==> config.mk <==
export PLATFORM = sky130hd
export DESIGN_NAME = mem_access_unit
export DESIGN_NICKNAME = d
export VERILOG_FILES = /design/src/rtl/mem_access_unit.sv
export SDC_FILE = /design/constraint.sdc
export NUM_CORES = 1
export LEC_CHECK = 0
export ABC_AREA = 0
export ABC_CLOCK_PERIOD_IN_PS = 11800
export BUFFER_PORTS_ARGS = -buffer_cell sky130_fd_sc_hd__buf_2
export CAP_MARGIN = 40
export CORE_MARGIN = 8
export CORE_UTILIZATION = 30
export CTS_CLUSTER_SIZE = 16
export DETAILED_ROUTE_END_ITERATION = 7
export PLACE_DENSITY = 0.5
export SYNTH_ARGS = -nofsm -noshare
export SYNTH_HDL_FRONTEND = slang
export SYNTH_SLANG_ARGS = --single-unit
==> constraint.sdc <==
create_clock -name clk_i -period 11.8 [get_ports clk_i]
set_input_delay 1.18 -clock clk_i [delete_from_list [all_inputs] [get_ports clk_i]]
set_output_delay 1.18 -clock clk_i [all_outputs]
set_load 0.03 [all_outputs]
==> src/rtl/mem_access_unit.sv <==
// MEM-stage load/store unit: aligns and issues data RAM accesses,
// extends load data, flags misaligned addresses and stalls upstream.
module mem_access_unit #(
    parameter int DATA_W     = 32,
    parameter int REG_ADDR_W = 5
) (
    input  logic                  clk_i,
    input  logic                  rst_i,
    input  logic                  valid_i,
    input  logic [3:0]            mem_op_i,
    input  logic [DATA_W-1:0]     addr_i,
    input  logic [DATA_W-1:0]     store_data_i,
    input  logic [REG_ADDR_W-1:0] wd_i,
    input  logic                  wreg_i,
    input  logic [DATA_W-1:0]     wdata_i,
    input  logic                  flush_i,
    input  logic [DATA_W-1:0]     ram_data_i,
    input  logic                  ram_ready_i,
    output logic                  ram_ce_o,
    output logic                  ram_we_o,
    output logic [3:0]            ram_sel_o,
    output logic [DATA_W-1:0]     ram_addr_o,
    output logic [DATA_W-1:0]     ram_wdata_o,
    output logic                  stall_o,
    output logic                  valid_o,
    output logic [REG_ADDR_W-1:0] wd_o,
    output logic                  wreg_o,
    output logic [DATA_W-1:0]     wdata_o,
    output logic                  adel_o,
    output logic                  ades_o,
    output logic [DATA_W-1:0]     badvaddr_o
);

    typedef enum logic {IDLE, REQ} state_t;

    state_t state, state_nxt;

    logic                  is_load, is_store, is_mem;
    logic                  sz_b, sz_h, sz_w;
    logic                  misaligned, accept, go_req, killed;
    logic [3:0]            sel_nxt;
    logic [DATA_W-1:0]     wdata_nxt, ld_data;
    logic [7:0]            lane_b;
    logic [15:0]           lane_h;
    logic [3:0]            op_q;
    logic [1:0]            off_q;
    logic [REG_ADDR_W-1:0] wd_q;
    logic                  wreg_q, ld_q, kill_q;

    // Decode op into direction and access size
    always_comb begin
        is_load  = 1'b0;
        is_store = 1'b0;
        sz_b     = 1'b0;
        sz_h     = 1'b0;
        sz_w     = 1'b0;
        case (mem_op_i)
            4'd1, 4'd2: begin is_load = 1'b1;  sz_b = 1'b1; end
            4'd3, 4'd4: begin is_load = 1'b1;  sz_h = 1'b1; end
            4'd5:       begin is_load = 1'b1;  sz_w = 1'b1; end
            4'd6:       begin is_store = 1'b1; sz_b = 1'b1; end
            4'd7:       begin is_store = 1'b1; sz_h = 1'b1; end
            4'd8:       begin is_store = 1'b1; sz_w = 1'b1; end
            default:    ;
        endcase
    end

    assign is_mem     = is_load | is_store;
    assign misaligned = (sz_h & addr_i[0]) | (sz_w & (|addr_i[1:0]));
    assign accept     = (state == IDLE) & valid_i & ~flush_i;
    assign go_req     = accept & is_mem & ~misaligned;
    assign stall_o    = go_req | ((state == REQ) & ~ram_ready_i);
    assign killed     = kill_q | flush_i;

    // Byte enables and lane-replicated store data for the request
    always_comb begin
        sel_nxt   = 4'b1111;
        wdata_nxt = store_data_i;
        if (sz_b) begin
            sel_nxt   = 4'b0001 << addr_i[1:0];
            wdata_nxt = {4{store_data_i[7:0]}};
        end else if (sz_h) begin
            sel_nxt   = addr_i[1] ? 4'b1100 : 4'b0011;
            wdata_nxt = {2{store_data_i[15:0]}};
        end
    end

    // Select the addressed lane of RAM data and extend it
    always_comb begin
        case (off_q)
            2'd0:    lane_b = ram_data_i[7:0];
            2'd1:    lane_b = ram_data_i[15:8];
            2'd2:    lane_b = ram_data_i[23:16];
            default: lane_b = ram_data_i[31:24];
        endcase
        lane_h = off_q[1] ? ram_data_i[31:16] : ram_data_i[15:0];
        case (op_q)
            4'd1:    ld_data = {{(DATA_W-8){lane_b[7]}}, lane_b};
            4'd2:    ld_data = {{(DATA_W-8){1'b0}}, lane_b};
            4'd3:    ld_data = {{(DATA_W-16){lane_h[15]}}, lane_h};
            4'd4:    ld_data = {{(DATA_W-16){1'b0}}, lane_h};
            default: ld_data = ram_data_i;
        endcase
    end

    // State register
    always_ff @(posedge clk_i or posedge rst_i) begin
        if (rst_i) state <= IDLE;
        else       state <= state_nxt;
    end

    // Next-state: enter REQ on an aligned access, leave on ready
    always_comb begin
        state_nxt = state;
        case (state)
            IDLE:    if (go_req) state_nxt = REQ;
            REQ:     if (ram_ready_i) state_nxt = IDLE;
            default: state_nxt = IDLE;
        endcase
    end

    // Registered RAM request, writeback slot and latched op context
    always_ff @(posedge clk_i or posedge rst_i) begin
        if (rst_i) begin
            ram_ce_o    <= 1'b0;
            ram_we_o    <= 1'b0;
            ram_sel_o   <= '0;
            ram_addr_o  <= '0;
            ram_wdata_o <= '0;
            valid_o     <= 1'b0;
            wd_o        <= '0;
            wreg_o      <= 1'b0;
            wdata_o     <= '0;
            adel_o      <= 1'b0;
            ades_o      <= 1'b0;
            badvaddr_o  <= '0;
            op_q        <= '0;
            off_q       <= '0;
            wd_q        <= '0;
            wreg_q      <= 1'b0;
            ld_q        <= 1'b0;
            kill_q      <= 1'b0;
        end else begin
            valid_o <= 1'b0;
            wreg_o  <= 1'b0;
            adel_o  <= 1'b0;
            ades_o  <= 1'b0;
            if (state == IDLE) begin
                if (accept && !is_mem) begin
                    valid_o <= 1'b1;
                    wd_o    <= wd_i;
                    wreg_o  <= wreg_i;
                    wdata_o <= wdata_i;
                end else if (accept && misaligned) begin
                    valid_o    <= 1'b1;
                    badvaddr_o <= addr_i;
                    adel_o     <= is_load;
                    ades_o     <= is_store;
                end else if (go_req) begin
                    ram_ce_o    <= 1'b1;
                    ram_we_o    <= is_store;
                    ram_sel_o   <= sel_nxt;
                    ram_addr_o  <= {addr_i[DATA_W-1:2], 2'b00};
                    ram_wdata_o <= wdata_nxt;
                    op_q        <= mem_op_i;
                    off_q       <= addr_i[1:0];
                    wd_q        <= wd_i;
                    wreg_q      <= wreg_i & is_load;
                    ld_q        <= is_load;
                    kill_q      <= 1'b0;
                end
            end else begin
                if (flush_i) kill_q <= 1'b1;
                if (ram_ready_i) begin
                    ram_ce_o <= 1'b0;
                    ram_we_o <= 1'b0;
                    if (!killed) begin
                        valid_o <= 1'b1;
                        wd_o    <= wd_q;
                        wreg_o  <= wreg_q;
                        if (ld_q) wdata_o <= ld_data;
                    end
                end
            end
        end
    end

endmodule

==> impl_metrics.json, run 1 <==
{
  "vias": 6021,
  "post-cts-setup-buffers": 0,
  "fin_crit_sh_pct": 32.3,
  "postSynthAreaPerCell_um2": 11.6,
  "clockBufferDepth": 2,
  "grt_pass1_vias": 6400,
  "grt_util_all_layers_pct": 15.5,
  "path_buf_inv": 3,
  "die_area_um2": 30500,
  "use_met2_pct": 25.1,
  "leakage_nw": 4.78,
  "die_h_um": 175,
  "dpl.hpwl_um": 17900,
  "max_stage_delay_ns": 0.76,
  "cts_tree": "done",
  "die_x_um": 175,
  "powerDensity_nw_per_um2": 215,
  "via_per_inst": 4.77,
  "slew_violations": 0,
  "cp.arrival_ns": 2.64,
  "path_cells": "buf_4, clkinv_1, o21ai_1, buf_2",
  "grt.overflow.total": 0,
  "slowest_stage": "clkinv_1",
  "finalCriticalPeriod_ns": 3.82,
  "drc": 0,
  "initial_core_util_pct": 30.2,
  "rows": 58,
  "htreeDepth": 4,
  "worstSetupEndpointType": "output port",
  "fill_cells": 2498,
  "drive_gt1_share_pct": 40.4,
  "yosysMostFrequentCell": "dfrtp_1",
  "drtPass1Iterations": 4,
  "setup_tns_ns": 0,
  "met1_usage_pct": 19.4,
  "io_buffers": 284,
  "multi_input_area_um2": 3380,
  "clk_pin_slew_ns": 0.07,
  "holdBufCountCts": 0,
  "setup_viol": 0,
  "fin_area_um2": 9850,
  "crit_fanout": 39,
  "nNetsFinal": 1061,
  "grt_max_degree": 88,
  "final_util_pct": 39.4,
  "power.total_mw": 2.12,
  "synth_seq_cells": 156,
  "wl_um": 23800,
  "reg2reg_depth": 5,
  "yosys_warnings": 0,
  "seq_area_frac_synth_pct": 51.7,
  "pin_count": 287,
  "grtUsageMet3_pct": 4.96,
  "cts-buffers-inserted": 17,
  "synthTopCellsByCount": "156 x dfrtp_1, 81 x mux2_1, 72 x nand2_1",
  "peakVddDrop_uv": 92.0,
  "cts.sinks": 156,
  "max_freq_mhz": 262,
  "antenna_left": 0,
  "antenna_found_initial": 3,
  "place_congestion": 0.768,
  "dpl_cell_area_um2": 9270,
  "crit_cells": 4,
  "hold_path.class": "flip-flop to flip-flop",
  "grt_pass1_wl_um": 37400,
  "area_growth_pct": 30.5,
  "finalHoldViolCount": 0,
  "max_slew_margin_pct": 39.7,
  "cts_resized": 0,
  "fin_hold_ws_ns": 0.474,
  "cp.required_ns": 10.62,
  "synth_cell_types": 59,
  "hold_depth": 2,
  "synth_cells": 651,
  "detail_route.iter0.violations": 296,
  "crit_path_start_kind": "flip-flop",
  "netlist_top_cells_area": "dfrtp_1 52%, mux2_1 12%, mux2i_1 4.1%",
  "status": "finished, final reports clean",
  "busiest_layer": "met2",
  "skew_ns": 0.00772,
  "rsz0062_at_grt": "false",
  "crit_family": "buffers and inverters",
  "synth.top_cell.area_share_pct": 51.7,
  "synth_edf_count": 0,
  "maxCapViolations": 0,
  "clkLatencyLatePin_ns": 0.43,
  "coreArea_um2": 25000,
  "critPathKind": "flip-flop to output port",
  "regArea_um2": 3910,
  "ys.flop_type": "dfrtp_1",
  "postSynth.asyncResetShare_pct": 100,
  "syn_area_um2": 7550,
  "worstMarginPinSlew_ns": 0.902,
  "routedWlPerCell_um": 18.9,
  "cts_root_buf": "clkbuf_16",
  "yosysTopAreaCell": "dfrtp_1"
}
## layout make-up
| class | instances | share of cell area [%] |
|---|---|---|
| flip-flops and latches | 156 | 39.7 |
| multi-input cells | 445 | 34.3 |
| repair buffers | 294 | 15.7 |
| clock buffers | 17 | 4.32 |
| well taps | 330 | 4.19 |
| clock inverters | 15 | 1.58 |
| inverters | 4 | 0.203 |
| diodes | 1 | 0.0254 |
## stage by stage
stage	instances	setup WS (ns)
6_report	1262	7.98
5_1_grt	1262	7.78
4_1_cts	1261	7.89
3_5_place_dp	1229	7.79
3_3_place_gp	1226	7.84
2_1_floorplan	652	6.41
## worst paths after layout
path | start | endpoint | slack, ns
max reg2reg | state$_DFF_PP0_ | wdata_o[29]$_DFFE_PP0P_ | 8.96
max in group asynchronous | rst_i | ram_wdata_o[10]$_DFFE_PP0P_ | 9.87
max | state$_DFF_PP0_ | stall_o | 7.98
min in group asynchronous | rst_i | badvaddr_o[5]$_DFFE_PP0P_ | 0.62
min reg2reg | ram_ce_o$_DFFE_PP0P_ | ram_ce_o$_DFFE_PP0P_ | 0.47
min | ram_ce_o$_DFFE_PP0P_ | ram_ce_o$_DFFE_PP0P_ | 0.47
## cell families (layout without fill, tap and decap cells)
logic type / after synthesis / in the layout / share of synthesized area [%]
compound gates: 171 / 171 / 16.5
flops: 156 / 156 / 51.7
buf+inv: 51 / 330 / 3.63
other cells: 1 / 3 / 0.0497
mux: 131 / 131 / 19.5
xor+xnor: 1 / 1 / 0.116
simple gates: 140 / 140 / 8.46
## placed cells by master, fill, tap and decap left out, drive strengths merged, types with 2 or more instances in the layout
cell type,Yosys,final
buf,29,294
dfrtp,156,156
mux2,97,97
nand2,73,73
o21ai,60,60
mux2i,31,31
nor2,29,29
a21oi,26,26
a21o,22,22
clkbuf,18,17
o2bb2ai,16,16
a211oi,13,13
inv,3,10
nor2b,7,7
nand3,7,7
o221ai,7,7
or2,6,6
a41oi,5,5
clkinv,1,5
clkinvlp,0,4
or3b,3,3
nand2b,3,3
nand3b,3,3
mux4,3,3
a22oi,3,3
o31ai,3,3
a21boi,3,3
a22o,2,2
nor3,2,2
o22ai,2,2
o21bai,2,2
a221oi,2,2
conb,1,2
nor3b,2,2
## routing by layer
layer	vias up	wire length, µm
met4	4	485
met5	-	27
met1	2918	10400
met3	32	1590
li1	2883	-
met2	184	11300
## state kept, by name (all words and copies together), names as in the netlist, 2 cells and up
name         cells
ram_addr_o      30
off_q            2
wd_q             5
wdata_o         32
op_q             4
badvaddr_o      32
ram_wdata_o     32
ram_sel_o        4
wd_o             5
## worst min-delay path, delay by kind of cell (launching register included)
family | cells | cell delay, ns
flip-flops | 1 | 0.34
AND/OR/NAND/NOR | 2 | 0.10
## power breakdown
part / total, mW / leakage (nW) / switching [mW] / internal [mW]
Clock: 0.543 / 0.272 / 0.261 / 0.282
Sequential: 0.779 / 1.90 / 0.0915 / 0.687
Combinational: 0.798 / 2.61 / 0.541 / 0.257
Power figures use the tool's default switching activity.
==> run 2: changes to the inputs <==
Settings changed: ABC_CLOCK_PERIOD_IN_PS 11800 to 3540.
Clock period 11.8 ns to 3.54 ns, I/O delays scaled along.
==> run 2 against run 1 <==
Compared with the run above: sequential cell count stayed put; worst setup slack worse by 7.2 ns; die area stayed put; critical path depth up 1; register-to-register slack worse by 7.9 ns; global-route usage down 0.21 points; clock skew is 0.0039 ns higher; sequential share of layout area is essentially flat; utilization hardly changed.
==> impl_metrics.json, run 2 (synthesized netlist as in run 1, its figures left out) <==
{
  "status": "finished, final reports clean",
  "vias": 6022,
  "max_slew_margin_pct": 38.9,
  "final_util_pct": 39.5,
  "max_freq_mhz": 361,
  "leakage_nw": 4.79,
  "nNetsFinal": 1063,
  "path_cells": "buf_4, clkinv_1, buf_4, o21ai_1, buf_2",
  "drc": 0,
  "grt.overflow.total": 0,
  "cp.arrival_ns": 2.42,
  "max_stage_delay_ns": 0.49,
  "slowest_stage": "dfrtp_2",
  "routedWlPerCell_um": 18.9,
  "maxCapViolations": 0,
  "initial_core_util_pct": 30.2,
  "clk_pin_slew_ns": 0.07,
  "cts_tree": "done",
  "finalCriticalPeriod_ns": 2.77,
  "htreeDepth": 4,
  "crit_fanout": 34,
  "r2r_setup_slack_ns": 1.08,
  "die_area_um2": 30500,
  "cts-buffers-inserted": 17,
  "layout_commonest_cell": "buf_2",
  "place_congestion": 0.771,
  "drive_gt1_share_pct": 40.4,
  "setup_tns_ns": 0,
  "skew_ns": 0.0116,
  "antenna_found_initial": 3,
  "critPathKind": "flip-flop to output port",
  "cts_root_buf": "clkbuf_16",
  "grt_pass1_wl_um": 37500,
  "clkLatencyLatePin_ns": 0.42,
  "peakVddDrop_uv": 336,
  "crit_family": "buffers and inverters",
  "cp.required_ns": 3.19,
  "worstReg2RegEnd": "wdata_o[28]$_DFFE_PP0P_",
  "io_buffers": 284,
  "rsz0062_at_grt": "false",
  "grt_util_all_layers_pct": 15.3,
  "fin_crit_sh_pct": 78.2,
  "cts.sinks": 156,
  "powerDensity_nw_per_um2": 718,
  "die_x_um": 175,
  "pin_count": 287,
  "setup_viol": 0,
  "antenna_left": 0,
  "rows": 58,
  "drtPass1Iterations": 4,
  "finalHoldViolCount": 0,
  "dpl_cell_area_um2": 9280,
  "layout_common_cells": "284 x buf_2, 155 x dfrtp_1, 81 x mux2_1",
  "holdBufCountCts": 0,
  "dpl.hpwl_um": 17700,
  "fin_area_um2": 9850,
  "clockBufferDepth": 2,
  "grt_max_degree": 157,
  "reg_top3": "badvaddr_o (32), ram_wdata_o (32), wdata_o (32)",
  "cts_resized": 0,
  "path_common_cell": "buf_4",
  "slew_violations": 0,
  "wl_um": 23900,
  "crit_path_start_kind": "flip-flop",
  "hold_path.class": "input port to asynchronous set/reset pin",
  "coreArea_um2": 25000,
  "path_buf_inv": 4,
  "via_per_inst": 4.76,
  "post-cts-setup-buffers": 0,
  "grt_pass1_vias": 6472,
  "reg2reg_from": "off_q[1]$_DFFE_PP0P_",
  "detail_route.iter0.violations": 278,
  "die_h_um": 175,
  "worstMarginPinSlew_ns": 0.916,
  "worstSetupEndpointType": "output port",
  "area_growth_pct": 30.5,
  "reg2reg_depth": 6,
  "fill_cells": 2515
}
run 2: cell count changes in the layout (fill, tap and decap cells not counted):
cell / change
buf_12: +3
clkbuf_1: +1
buf_16: -2
clkinv_4: +3
clkbuf_8: +1
buf_4: +1
clkinv_8: -3
bufinv_16: +1
inv_8: -3
run 2: where the power goes:
group | switching [mW] | leakage, nW | internal, mW | total, mW
clock | 0.807 | 0.273 | 1.00 | 1.81
combinational | 1.82 | 2.62 | 0.867 | 2.69
sequential | 0.289 | 1.90 | 2.29 | 2.58
run 2: final cells by class:
| type | count | area (µm²) | share of cell area [%] |
|---|---|---|---|
| Antenna cell | 1 | 2.50 | 0.0254 |
| Clock buffer | 19 | 443 | 4.50 |
| Clock inverter | 13 | 130 | 1.32 |
| Inverter | 4 | 18.8 | 0.191 |
| Multi-Input combinational cell | 445 | 3380 | 34.3 |
| Sequential cell | 156 | 3910 | 39.6 |
| Tap cell | 330 | 413 | 4.19 |
| Timing Repair Buffer | 296 | 1560 | 15.8 |
run 2: worst max-delay path by stage:
stage                               startpoint  cells past startpoint                         end  slack [ns]
after global routing           state$_DFF_PP0_                      5                     stall_o        0.59
after CTS                      state$_DFF_PP0_                      5                     stall_o        0.70
final                          state$_DFF_PP0_                      5                     stall_o        0.77
after detailed placement  off_q[1]$_DFFE_PP0P_                      6     wdata_o[28]$_DFFE_PP0P_        1.10
after global placement               addr_i[0]                      6  badvaddr_o[27]$_DFFE_PP0P_        1.13
after floorplan                          rst_i                      1            adel_o$_DFF_PP0_        1.21
run 2: routing by layer:
| metal | share of wire [%] | GRT usage [%] | vias to the layer above |
|---|---|---|---|
| met5 | 0.075 | 0 | - |
| met4 | 0.46 | 2.97 | 4 |
| met3 | 6.5 | 5.12 | 11 |
| met2 | 48 | 25.4 | 188 |
| met1 | 45 | 19.3 | 2927 |
| li1 | - | - | 2892 |
run 2: tightest hold or removal path: stages:
cell and delay, ns:
buf_2 0.11, clkinvlp_4 0.07, buf_12 0.53
run 2: stage by stage:
stage               cells  total power [mW]  worst slack (ns)  hold slack (ns)
floorplan             652              4.42              1.21            0.435
global placement     1230              5.33              1.13            0.456
detailed placement   1231              5.35              1.10            0.462
CTS                  1263              7.21             0.703            0.131
global route         1264              7.49             0.593            0.130
finish               1264              7.08             0.770            0.124
==> run 3: changes to the inputs <==
Settings changed: ABC_CLOCK_PERIOD_IN_PS 3540 to 2720.
Clock period 3.54 ns to 2.72 ns, I/O delays scaled along.
==> run 3 against run 2 <==
Compared with the run above: sequential cell count stayed put; worst setup slack worse by 0.46 ns; hold slack worse by 0.057 ns; sequential power is 30% higher; final area is 0.62% higher; clock skew is 0.0026 ns lower; highest routed layer unchanged; critical path depth stayed put; power is 29% higher; first-iteration DRC count is 15% higher; via count is 0.65% higher; sequential share of layout area is 0.25 points lower; utilization is 0.25 points higher.
==> impl_metrics.json, run 3 (synthesized netlist as in run 1, its figures left out) <==
{
  "status": "finished, final reports clean",
  "maxCapViolations": 0,
  "drtPass1Iterations": 6,
  "drive_gt1_share_pct": 40.8,
  "cts_root_buf": "clkbuf_16",
  "place_congestion": 0.753,
  "reg2reg_from": "off_q[1]$_DFFE_PP0P_",
  "area_growth_pct": 31.3,
  "slowest_stage": "dfrtp_2",
  "rsz0062_at_grt": "false",
  "regArea_um2": 3910,
  "worstReg2RegEnd": "wdata_o[28]$_DFFE_PP0P_",
  "critPathKind": "flip-flop to output port",
  "path_buf_inv": 1,
  "path_cells": "nor3b_2, and3_1, o311ai_4, o21ai_1, buf_2",
  "die_area_um2": 30500,
  "grt.overflow.total": 0,
  "hold_start": "ram_ready_i",
  "reg2reg_depth": 5,
  "wl_um": 23900,
  "holdBufCountCts": 1,
  "cts_tree": "done",
  "dpl.hpwl_um": 18100,
  "fin_hold_ws_ns": 0.0666,
  "rows": 58,
  "antenna_found_initial": 2,
  "clkLatencyLatePin_ns": 0.42,
  "busiest_layer": "met2",
  "max_freq_mhz": 415,
  "via_per_inst": 4.76,
  "worstHoldEndpoint": "state$_DFF_PP0_",
  "grtUsageMet3_pct": 5.46,
  "finalHoldViolCount": 0,
  "crit_family": "flip-flops",
  "met1_usage_pct": 19.8,
  "fin_area_um2": 9910,
  "cp.required_ns": 2.45,
  "coreArea_um2": 25000,
  "reg_top3": "badvaddr_o (32), ram_wdata_o (32), wdata_o (32)",
  "dpl_cell_area_um2": 9360,
  "use_met2_pct": 24.9,
  "layout_common_cells": "284 x buf_2, 155 x dfrtp_1, 81 x mux2_1",
  "cts.sinks": 156,
  "multi_input_area_um2": 3380,
  "drc": 0,
  "setup_viol": 0,
  "grt_pass1_wl_um": 37900,
  "worstMarginPinSlew_ns": 0.847,
  "cp.arrival_ns": 2.14,
  "detail_route.iter0.violations": 321,
  "fin_crit_sh_pct": 88.6,
  "htreeDepth": 4,
  "r2r_setup_slack_ns": 0.40,
  "fin_ws_ns": 0.311,
  "antenna_left": 0,
  "leakage_nw": 4.83,
  "grt_util_all_layers_pct": 15.5,
  "die_h_um": 175,
  "peakVddDrop_uv": 410,
  "hold_path.class": "input port to flip-flop",
  "max_slew_margin_pct": 43.4,
  "clockBufferDepth": 2,
  "pin_count": 287,
  "grt_max_degree": 66,
  "cts_resized": 0,
  "final_util_pct": 39.7,
  "cts-buffers-inserted": 17,
  "setup_tns_ns": 0,
  "post-cts-setup-buffers": 0,
  "layout_commonest_cell": "buf_2",
  "slew_violations": 0,
  "place_ws_ns": 0.395,
  "clk_pin_slew_ns": 0.07,
  "fill_cells": 2511,
  "crit_fanout": 15,
  "hold_depth": 2,
  "crit_path_start_kind": "flip-flop",
  "crit_cells": 5,
  "finalCriticalPeriod_ns": 2.41,
  "max_stage_delay_ns": 0.51,
  "initial_core_util_pct": 30.2,
  "skew_ns": 0.00902,
  "routedWlPerCell_um": 18.8,
  "grt_pass1_vias": 6536,
  "worstSetupEndpointType": "output port",
  "nNetsFinal": 1072,
  "die_x_um": 175,
  "powerDensity_nw_per_um2": 922,
  "vias": 6061,
  "io_buffers": 284
}
==> run 3: worst max path at each step <==
stage / start / endpoint / slack (ns)
2_1_floorplan: rst_i / adel_o$_DFF_PP0_ / 0.48
5_1_grt: state$_DFF_PP0_ / stall_o / 0.15
3_5_place_dp: mem_op_i[2] / ram_wdata_o[0]$_DFFE_PP0P_ / 0.40
6_report: state$_DFF_PP0_ / stall_o / 0.31
4_1_cts: state$_DFF_PP0_ / stall_o / 0.22
3_3_place_gp: mem_op_i[2] / stall_o / 0.41
==> run 3: per-layer routing <==
metal | vias to the layer above | share of wire [%]
li1 | 2906 | -
met1 | 2943 | 45
met2 | 186 | 46
met3 | 22 | 7.3
met4 | 4 | 1.2
met5 | - | 0.092
==> run 3: per-stage QoR <==
step                      cells  total power, mW
after floorplan             652             5.75
after global placement     1239             6.94
after detailed placement   1239             6.97
after CTS                  1272             9.30
after global routing       1272             9.70
final                      1273             9.14
==> run 3: worst reg2reg max path: stages (launching register included) <==
cell and delay [ns]:
dfrtp_1 0.49, mux4_2 0.58, mux2_4 0.31, a21oi_4 0.54, o2bb2ai_1 0.20, o21ai_0 0.09
==> run 3: power by group <==
part | internal, mW | switching [mW] | total, mW
Clock | 1.19 | 1.07 | 2.27
Combinational | 1.15 | 2.37 | 3.52
Sequential | 2.98 | 0.370 | 3.35
==> run 3: final cells by class <==
cell class	count	share of cell area, %
Antenna cell	1	0.0252
Clock buffer	19	4.37
Clock inverter	13	1.07
Inverter	4	0.189
Multi-Input combinational cell	445	34.1
Sequential cell	156	39.4
Tap cell	330	4.17
Timing Repair Buffer	305	16.7
